**config.mk**
```make
export PLATFORM = sky130hd
export DESIGN_NAME = ram_seq_controller_flat
export DESIGN_NICKNAME = d
export VERILOG_FILES = /design/src/rtl/ram_seq_controller_if.sv /design/src/rtl/ram_seq_controller.sv /design/src/flat_wrapper.sv
export SDC_FILE = /design/constraint.sdc
export NUM_CORES = 1
export LEC_CHECK = 0
export CAP_MARGIN = 10
export CORE_UTILIZATION = 45
export DETAILED_ROUTE_END_ITERATION = 10
export GPL_ROUTABILITY_DRIVEN = 0
export PLACE_DENSITY = 0.68
export SKIP_LAST_GASP = 1
export SYNTH_ARGS = -nofsm -noshare
export SYNTH_HDL_FRONTEND = slang
export SYNTH_SLANG_ARGS = --single-unit
```
**constraint.sdc**
```tcl
create_clock -name clock -period 2.4 [get_ports clock]
set_clock_uncertainty 0.05 [all_clocks]
set_input_delay 0.48 -clock clock [delete_from_list [all_inputs] [get_ports clock]]
set_output_delay 0.48 -clock clock [all_outputs]
set_load 0.03 [all_outputs]
```
**src/rtl/ram_seq_controller_if.sv**
```systemverilog
// Bundle of the game-FSM command bus, the sequence-RAM port and the
// sequencer status outputs. The sequencer takes the slave side; the game
// FSM together with the RAM sits on the master side.
interface ram_seq_controller_if;
  logic       cmd_clear;
  logic       cmd_append;
  logic       cmd_play;
  logic       cmd_check;
  logic [3:0] cmd_data;
  logic       ram_we;
  logic [3:0] ram_addr;
  logic [3:0] ram_din;
  logic [3:0] ram_dout;
  logic       busy;
  logic       done;
  logic [4:0] seq_len;
  logic       full;
  logic       play_valid;
  logic [3:0] play_data;
  logic       check_match;
  logic       check_miss;
  logic       check_complete;
  logic       error;

  modport slave (
    input  cmd_clear, cmd_append, cmd_play, cmd_check, cmd_data, ram_dout,
    output ram_we, ram_addr, ram_din, busy, done, seq_len, full,
           play_valid, play_data, check_match, check_miss, check_complete, error
  );

  modport master (
    output cmd_clear, cmd_append, cmd_play, cmd_check, cmd_data, ram_dout,
    input  ram_we, ram_addr, ram_din, busy, done, seq_len, full,
           play_valid, play_data, check_match, check_miss, check_complete, error
  );
endinterface

```
**src/rtl/ram_seq_controller.sv**
```systemverilog
// Sequencer for the 16x4 synchronous sequence RAM of the PULOdoSAPO game.
// Runs clear / append / play / check commands against the RAM, keeps the
// sequence length and the player's check position, and reports results.
// The RAM port decodes from registered state only; every status output is
// a register loaded from the next-state logic.
module ram_seq_controller #(
  parameter int HOLD_CYCLES = 4
) (
  input  logic                 clock,
  input  logic                 reset,
  ram_seq_controller_if.slave  bus
);

  localparam int               HOLD_W    = (HOLD_CYCLES > 1) ? $clog2(HOLD_CYCLES) : 1;
  localparam logic [HOLD_W-1:0] HOLD_LAST = HOLD_W'(HOLD_CYCLES - 1);
  localparam logic [4:0]       DEPTH     = 5'd16;

  typedef enum logic [3:0] {
    ST_IDLE      = 4'd0,
    ST_CLEAR     = 4'd1,
    ST_APPEND    = 4'd2,
    ST_PLAY_READ = 4'd3,
    ST_PLAY_WAIT = 4'd4,
    ST_PLAY_HOLD = 4'd5,
    ST_CHK_READ  = 4'd6,
    ST_CHK_WAIT  = 4'd7,
    ST_DONE      = 4'd8
  } state_t;

  state_t              state_r, state_s;
  logic [3:0]          clr_cnt_r, clr_cnt_s;
  logic [HOLD_W-1:0]   hold_cnt_r, hold_cnt_s;
  logic [4:0]          play_idx_r, play_idx_s;
  logic [4:0]          check_idx_r, check_idx_s;
  logic [4:0]          seq_len_r, seq_len_s;
  logic [3:0]          data_r, data_s;
  logic [3:0]          play_data_r, play_data_s;
  logic                error_r, error_s;
  logic                busy_r, busy_s;
  logic                done_r, done_s;
  logic                full_r, full_s;
  logic                play_valid_r, play_valid_s;
  logic                check_match_r, check_match_s;
  logic                check_miss_r, check_miss_s;
  logic                check_complete_r, check_complete_s;
  logic                ram_we_s;
  logic [3:0]          ram_addr_s;
  logic [3:0]          ram_din_s;

  // State and datapath registers; reset aborts any command in flight.
  always_ff @(posedge clock or posedge reset) begin
    if (reset) begin
      state_r          <= ST_IDLE;
      clr_cnt_r        <= 4'd0;
      hold_cnt_r       <= {HOLD_W{1'b0}};
      play_idx_r       <= 5'd0;
      check_idx_r      <= 5'd0;
      seq_len_r        <= 5'd0;
      data_r           <= 4'd0;
      play_data_r      <= 4'd0;
      error_r          <= 1'b0;
      busy_r           <= 1'b0;
      done_r           <= 1'b0;
      full_r           <= 1'b0;
      play_valid_r     <= 1'b0;
      check_match_r    <= 1'b0;
      check_miss_r     <= 1'b0;
      check_complete_r <= 1'b0;
    end else begin
      state_r          <= state_s;
      clr_cnt_r        <= clr_cnt_s;
      hold_cnt_r       <= hold_cnt_s;
      play_idx_r       <= play_idx_s;
      check_idx_r      <= check_idx_s;
      seq_len_r        <= seq_len_s;
      data_r           <= data_s;
      play_data_r      <= play_data_s;
      error_r          <= error_s;
      busy_r           <= busy_s;
      done_r           <= done_s;
      full_r           <= full_s;
      play_valid_r     <= play_valid_s;
      check_match_r    <= check_match_s;
      check_miss_r     <= check_miss_s;
      check_complete_r <= check_complete_s;
    end
  end

  // Next-state, datapath updates and next values of the registered outputs.
  always_comb begin
    state_s          = state_r;
    clr_cnt_s        = clr_cnt_r;
    hold_cnt_s       = hold_cnt_r;
    play_idx_s       = play_idx_r;
    check_idx_s      = check_idx_r;
    seq_len_s        = seq_len_r;
    data_s           = data_r;
    play_data_s      = play_data_r;
    error_s          = error_r;
    play_valid_s     = 1'b0;
    check_match_s    = 1'b0;
    check_miss_s     = 1'b0;
    check_complete_s = 1'b0;

    case (state_r)
      // The done cycle accepts commands just like idle.
      ST_IDLE, ST_DONE: begin
        state_s = ST_IDLE;
        if (bus.cmd_clear) begin
          clr_cnt_s = 4'd0;
          state_s   = ST_CLEAR;
        end else if (bus.cmd_append) begin
          data_s = bus.cmd_data;
          if (seq_len_r == DEPTH) begin
            error_s = 1'b1;
            state_s = ST_DONE;
          end else begin
            state_s = ST_APPEND;
          end
        end else if (bus.cmd_check) begin
          data_s = bus.cmd_data;
          if (check_idx_r >= seq_len_r) begin
            error_s = 1'b1;
            state_s = ST_DONE;
          end else begin
            state_s = ST_CHK_READ;
          end
        end else if (bus.cmd_play) begin
          play_idx_s = 5'd0;
          if (seq_len_r == 5'd0) begin
            state_s = ST_DONE;
          end else begin
            state_s = ST_PLAY_READ;
          end
        end else begin
          state_s = ST_IDLE;
        end
      end

      ST_CLEAR: begin
        if (clr_cnt_r == 4'd15) begin
          seq_len_s   = 5'd0;
          check_idx_s = 5'd0;
          play_data_s = 4'd0;
          error_s     = 1'b0;
          state_s     = ST_DONE;
        end else begin
          clr_cnt_s = clr_cnt_r + 4'd1;
        end
      end

      ST_APPEND: begin
        seq_len_s   = seq_len_r + 5'd1;
        check_idx_s = 5'd0;
        state_s     = ST_DONE;
      end

      ST_PLAY_READ: begin
        state_s = ST_PLAY_WAIT;
      end

      // RAM output is valid here; capture it and flag the new entry.
      ST_PLAY_WAIT: begin
        play_data_s  = bus.ram_dout;
        play_valid_s = 1'b1;
        hold_cnt_s   = {HOLD_W{1'b0}};
        state_s      = ST_PLAY_HOLD;
      end

      ST_PLAY_HOLD: begin
        if (hold_cnt_r == HOLD_LAST) begin
          if ((play_idx_r + 5'd1) == seq_len_r) begin
            state_s = ST_DONE;
          end else begin
            play_idx_s = play_idx_r + 5'd1;
            state_s    = ST_PLAY_READ;
          end
        end else begin
          hold_cnt_s = hold_cnt_r + HOLD_W'(1);
        end
      end

      ST_CHK_READ: begin
        state_s = ST_CHK_WAIT;
      end

      // Matching the final entry wraps the check position for a new round.
      ST_CHK_WAIT: begin
        if (bus.ram_dout == data_r) begin
          check_match_s = 1'b1;
          if ((check_idx_r + 5'd1) == seq_len_r) begin
            check_complete_s = 1'b1;
            check_idx_s      = 5'd0;
          end else begin
            check_idx_s = check_idx_r + 5'd1;
          end
        end else begin
          check_miss_s = 1'b1;
          check_idx_s  = 5'd0;
        end
        state_s = ST_DONE;
      end

      default: begin
        state_s = ST_IDLE;
      end
    endcase

    busy_s = (state_s != ST_IDLE) && (state_s != ST_DONE);
    done_s = (state_s == ST_DONE);
    full_s = (seq_len_s == DEPTH);
  end

  // RAM port decode from the state registers; writes only in clear/append.
  always_comb begin
    ram_we_s   = 1'b0;
    ram_addr_s = 4'd0;
    ram_din_s  = 4'd0;
    case (state_r)
      ST_CLEAR: begin
        ram_we_s   = 1'b1;
        ram_addr_s = clr_cnt_r;
      end
      ST_APPEND: begin
        ram_we_s   = 1'b1;
        ram_addr_s = seq_len_r[3:0];
        ram_din_s  = data_r;
      end
      ST_PLAY_READ, ST_PLAY_WAIT, ST_PLAY_HOLD: begin
        ram_addr_s = play_idx_r[3:0];
      end
      ST_CHK_READ, ST_CHK_WAIT: begin
        ram_addr_s = check_idx_r[3:0];
      end
      default: begin
        ram_addr_s = 4'd0;
      end
    endcase
  end

  assign bus.ram_we         = ram_we_s;
  assign bus.ram_addr       = ram_addr_s;
  assign bus.ram_din        = ram_din_s;
  assign bus.busy           = busy_r;
  assign bus.done           = done_r;
  assign bus.seq_len        = seq_len_r;
  assign bus.full           = full_r;
  assign bus.play_valid     = play_valid_r;
  assign bus.play_data      = play_data_r;
  assign bus.check_match    = check_match_r;
  assign bus.check_miss     = check_miss_r;
  assign bus.check_complete = check_complete_r;
  assign bus.error          = error_r;

endmodule

```
**src/flat_wrapper.sv**
```systemverilog
// flat-port wrapper written by rule: the top's interface ports become plain ports
module ram_seq_controller_flat 
#(
  parameter int HOLD_CYCLES = 4
)
  (clock, reset, bus_cmd_clear, bus_cmd_append, bus_cmd_play, bus_cmd_check, bus_cmd_data, bus_ram_dout, bus_ram_we, bus_ram_addr, bus_ram_din, bus_busy, bus_done, bus_seq_len, bus_full, bus_play_valid, bus_play_data, bus_check_match, bus_check_miss, bus_check_complete, bus_error);
  ram_seq_controller_if bus_i ();
  input  logic clock;
  input  logic reset;
  input wire logic [$bits(bus_i.cmd_clear)-1:0] bus_cmd_clear;
  input wire logic [$bits(bus_i.cmd_append)-1:0] bus_cmd_append;
  input wire logic [$bits(bus_i.cmd_play)-1:0] bus_cmd_play;
  input wire logic [$bits(bus_i.cmd_check)-1:0] bus_cmd_check;
  input wire logic [$bits(bus_i.cmd_data)-1:0] bus_cmd_data;
  input wire logic [$bits(bus_i.ram_dout)-1:0] bus_ram_dout;
  output wire logic [$bits(bus_i.ram_we)-1:0] bus_ram_we;
  output wire logic [$bits(bus_i.ram_addr)-1:0] bus_ram_addr;
  output wire logic [$bits(bus_i.ram_din)-1:0] bus_ram_din;
  output wire logic [$bits(bus_i.busy)-1:0] bus_busy;
  output wire logic [$bits(bus_i.done)-1:0] bus_done;
  output wire logic [$bits(bus_i.seq_len)-1:0] bus_seq_len;
  output wire logic [$bits(bus_i.full)-1:0] bus_full;
  output wire logic [$bits(bus_i.play_valid)-1:0] bus_play_valid;
  output wire logic [$bits(bus_i.play_data)-1:0] bus_play_data;
  output wire logic [$bits(bus_i.check_match)-1:0] bus_check_match;
  output wire logic [$bits(bus_i.check_miss)-1:0] bus_check_miss;
  output wire logic [$bits(bus_i.check_complete)-1:0] bus_check_complete;
  output wire logic [$bits(bus_i.error)-1:0] bus_error;
  assign bus_i.cmd_clear = bus_cmd_clear;
  assign bus_i.cmd_append = bus_cmd_append;
  assign bus_i.cmd_play = bus_cmd_play;
  assign bus_i.cmd_check = bus_cmd_check;
  assign bus_i.cmd_data = bus_cmd_data;
  assign bus_i.ram_dout = bus_ram_dout;
  assign bus_ram_we = bus_i.ram_we;
  assign bus_ram_addr = bus_i.ram_addr;
  assign bus_ram_din = bus_i.ram_din;
  assign bus_busy = bus_i.busy;
  assign bus_done = bus_i.done;
  assign bus_seq_len = bus_i.seq_len;
  assign bus_full = bus_i.full;
  assign bus_play_valid = bus_i.play_valid;
  assign bus_play_data = bus_i.play_data;
  assign bus_check_match = bus_i.check_match;
  assign bus_check_miss = bus_i.check_miss;
  assign bus_check_complete = bus_i.check_complete;
  assign bus_error = bus_i.error;
  ram_seq_controller #(.HOLD_CYCLES(HOLD_CYCLES)) u_core (.clock(clock), .reset(reset), .bus(bus_i));
endmodule
```
### Word-level counts from Yosys, hierarchy flattened

Cells that the tools add are included.

* $add $sub $neg: 5
* equal/unequal tests: 30
* $lt $le $gt $ge: 1
* bitwise operators: 1
* reduce and logical (&&, ||, !) cells: 22
* mux-type cells: 51

Operators by type and width (count)
* $mux 4: 16
* $mux 5: 10
* $pmux 4 s7: 1
* $pmux 5 s2: 2
* $eq 4x3->1 const B: 4
* $ne 2x2->1 const B: 8
* $pmux 4 s2: 2
* $pmux 4 s4: 1
* $add 5x1->5 const B: 3
* $mux 1: 15
* $pmux 5 s3: 1
* $eq 4x4->1 const B: 3
* $eq 5x5->1: 2
* $eq 5x5->1 const B: 2
* $reduce_bool 2->1: 5
* $eq 4x2->1 const B: 2
* $reduce_or 2->1: 4
* $reduce_and 7->1: 1
* $ne 3x2->1 const B: 2
* $reduce_and 2->1: 3
* $reduce_and 3->1: 2
* $reduce_and 6->1: 1
* $ge 5x5->1: 1
* $logic_not 5->1: 1
* other kinds (17): 18

* bits in registers: 41
* input bits: 14
* word-level logic and storage cells: 126
* output and inout port bits: 26

### Depth between registers and ports, before layout

* word-level depth: 9
* gate-level depth with buffers: 8
* depth with buffers taken out: 7

### Least setup slack after synthesis

OpenSTA, ideal clock, no wires.

* path kind: register to output
* start point: register u_core.state_r[1]
* end point: output port bus_ram_addr[1]
* data required time: 1.870 ns
* cell stages (with the launch flop): 6
* arrival time: 1.649 ns
* buffers on the path: 2
* slack: 0.221 ns
* path through: dfrtp_1 buf_2 and2_1 clkbuf_1 a32oi_1 o21ai_0

* longest elaborated chain between the ends: 3
* elaborated cells between the ends (all ways): 10
* those cells by class: 7 x eq/ne; 1 x mux; 2 x reduce/logical

Ends and longest elaborated chain
* from (decl): RTL line ram_seq_controller.sv:30 `state_t state_r, state_s;`
* from (signal assigned): RTL line ram_seq_controller.sv:70 `state_r <= state_s;`
* $eq 4x2->1 / $eq 4x3->1 (equally long branches): RTL line ram_seq_controller.sv:219 `case (state_r)`
* $reduce_or 3->1 / $reduce_or 2->1 (equally long branches): RTL line ram_seq_controller.sv:219
* $pmux 4 s4 (*): RTL line ram_seq_controller.sv:219
* to (decl): RTL line flat_wrapper.sv:17 `output wire logic [$bits(bus_i.ram_addr)-1:0] bus_ram_addr;`

Mark *: on every way between the ends. The rest lies on a longest branch, timed or not.

### Worst setup path in the final report

* start point: register u_core.state_r[2]
* end point: output port bus_ram_addr[0]

Same word-level chain as after synthesis.

==> out/metrics.yaml <==
cts_tree: "yes"
worstPathArrival_ns: 1.79
synthArstFlopShare_pct: 100
layout.nets: 365
cp_top_family: "simple AND/OR/NAND/NOR gates"
synthDistinctLibCells: 56
slew-limit-headroom_pct: 64.8
fin_tns_setup_ns: 0
num_vias: 2326
worstPathRequired_ns: 1.87
io_buffers: 39
synth.avg_cell_area_um2: 9.27
setup_viol: 0
syn-cell-area_mm2: 0.00267
grt_pass1_wl_um: 11400
status: "complete, no violations"
hold_slack_ns: 0.452
firstDrtPassIters: 4
htreeDepth: 2
fin_crit_sh_pct: 96.5
cpMaxStageDelayCell: "or4b_4"
rsz0062_at_grt: "true"
vias_per_cell: 5.63
grt_pass1_vias: 2286
rows: 27
root_buffer: "clkbuf_8"
grt-ovfl-total: 0
drv_slew: 0
routed_wl_um: 6690
layout_common_cells: "dfrtp_1 (38), nand2_1 (32), clkdlybuf4s50_1 (30), buf_4 (30), o21ai_0 (20)"
fmax_mhz: 432
drt_iter0_markers: 162
areaGrowthSynthToFinish_pct: 25.7
p_leak_nw: 1.46
antenna_left: 0
crit_path_end_kind: "primary output"
n_antenna_cell: 0
crit_chain: "or4b_4, o221ai_2, buf_4"
numCtsBuffers: 5
fp.dieW_um: 79.0
fp.dieArea_mm2: 0.00625
drcViolationCount: 0
tightest_slew_ns: 0.528
cpPeakStageDelay_ns: 0.59
numClockSinks: 41
grt_max_degree: 42
start_kind: "register"
antenna_found_initial: 0
layout_commonest_cell: "dfrtp_1"
core_area_mm2: 0.00561
clk_latency_ns: 0.30
layout_min_cycle_time_ns: 2.32
start_util_pct: 47.6
drt-wirelength-per-cell_um: 16.2
clk_pin_slew_ns: 0.08
worstHoldPathType: "reg -> reg"
dpl.hpwl_um: 4820
path_max_fanout: 11
synth_edf_count: 0
synth_fp_nets: 313
yosysWarnings: 0
irDropWorstVdd_mv: 0.530
syn_inst: 288
hold_viol_final: 0
yosysSeqAreaShare_pct: 38.4
fillerInstances: 495
cts_buffer_depth: 2
synth-main-ff-cell: "dfrtp_1"
ys_ff_latch: 41
track_usage_pct: 23.7
fp.dieH_um: 79.0
power_density_mw_per_mm2: 1150
path_buf_inv: 1
io_pins: 40
worstSetupPathType: "reg -> out"
drive_gt1_share_pct: 17.6
cap_violations: 0
-- sequential cells by signal (all words and copies together), names as in the netlist, 2 cells and up --
name / cells
u_core.hold_cnt_r: 2
u_core.bus.play_data: 4
u_core.check_idx_r: 5
u_core.state_r: 4
u_core.play_idx_r: 5
u_core.clr_cnt_r: 4
u_core.bus.seq_len: 5
u_core.data_r: 4
-- metal layers --
metal  GRT usage (%)  vias up  part of all wire (%)
li1                -     1131                     -
met1            32.0     1110                    45
met2            38.0       74                    47
met3            4.14       11                   6.0
met4            8.36        0                   2.2
met5               0        -                     0
-- worst paths after layout --
kind	slack [ns]	cells past startpoint	startpoint	endpoint
setup / recovery	0.08	3	u_core.state_r[2]	bus_ram_addr[0]
hold / removal	0.45	1	u_core.hold_cnt_r[0]	u_core.hold_cnt_r[0]
setup reg to reg	0.14	6	u_core.play_idx_r[0]	u_core.play_idx_r[0]
hold reg to reg	0.45	1	u_core.hold_cnt_r[0]	u_core.hold_cnt_r[0]
max in group asynchronous	1.34	3	reset	u_core.state_r[0]
min in group asynchronous	0.57	3	reset	u_core.data_r[2]
-- cell families after synthesis --
logic type / share of synthesized area [%]
buf+inv: 4.69
mux: 1.69
fa+ha+maj: 5.15
xor+xnor: 6.89
compound gates: 19.2
simple gates: 24.0
flops: 38.4
-- power by group --
part / switching, mW / internal, mW / total (mW)
combinational: 1.19 / 0.946 / 2.13
clock: 0.247 / 0.339 / 0.586
sequential: 0.259 / 0.899 / 1.16
total: 1.69 / 2.18 / 3.88
-- what timing repair did --
item                                    4_1_cts  5_1_grt
endpoints found under the setup margin        8       11
pin swaps                                     0        2
hold buffers                                  0        0
buffers inserted                              0        6
resized for setup                             3        4
-- Yosys cell counts, types with 2 or more instances --
library cell / n / area (um^2)
dfrtp_1: 41 / 1030
nand2_1: 32 / 120
o21ai_0: 20 / 100
inv_1: 14 / 52.6
nand3_1: 14 / 70.1
nor2_1: 14 / 52.6
ha_1: 11 / 138
xnor2_1: 11 / 96.3
xor2_1: 10 / 87.6
a21oi_1: 9 / 45.0
nor2b_1: 7 / 43.8
and2_1: 6 / 37.5
buf_2: 6 / 30.0
clkbuf_1: 6 / 22.5
o211ai_1: 6 / 45.0
a22oi_1: 5 / 37.5
a32oi_1: 5 / 43.8
nand4_1: 5 / 31.3
nor3_1: 5 / 25.0
mux2_2: 4 / 45.0
nand2b_1: 4 / 25.0
nor3b_1: 4 / 30.0
a211o_1: 3 / 26.3
a211oi_1: 3 / 22.5
a31o_2: 3 / 26.3
and3_1: 3 / 18.8
o21a_1: 3 / 22.5
a22o_1: 2 / 17.5
buf_4: 2 / 15.0
nor4b_4: 2 / 47.6
o2bb2ai_1: 2 / 17.5
or4b_1: 2 / 20.0
-- stage by stage --
stage	worst slack (ns)	instance area (um^2)	instances	util, %	total power [mW]
6_report	0.0846	3360	413	59.8	3.88
5_1_grt	-0.0347	3360	413	59.8	4.15
4_1_cts	0.0233	3290	407	58.7	3.76
3_5_place_dp	0.0606	3170	399	56.5	3.15
3_3_place_gp	0.155	3170	399	56.5	3.12
2_1_floorplan	0.221	2670	288	-	2.50
-- final cells by class --
cell class	instances	area, um^2	share of cell area [%]
multi-input cells	218	1540	45.9
flip-flops and latches	41	1030	30.7
inverters	14	52.6	1.57
clock inverters	1	30.0	0.895
repair buffers	60	526	15.7
clock buffers	7	86.3	2.57
well taps	72	90.1	2.68
(Power assumes the default switching activity.)
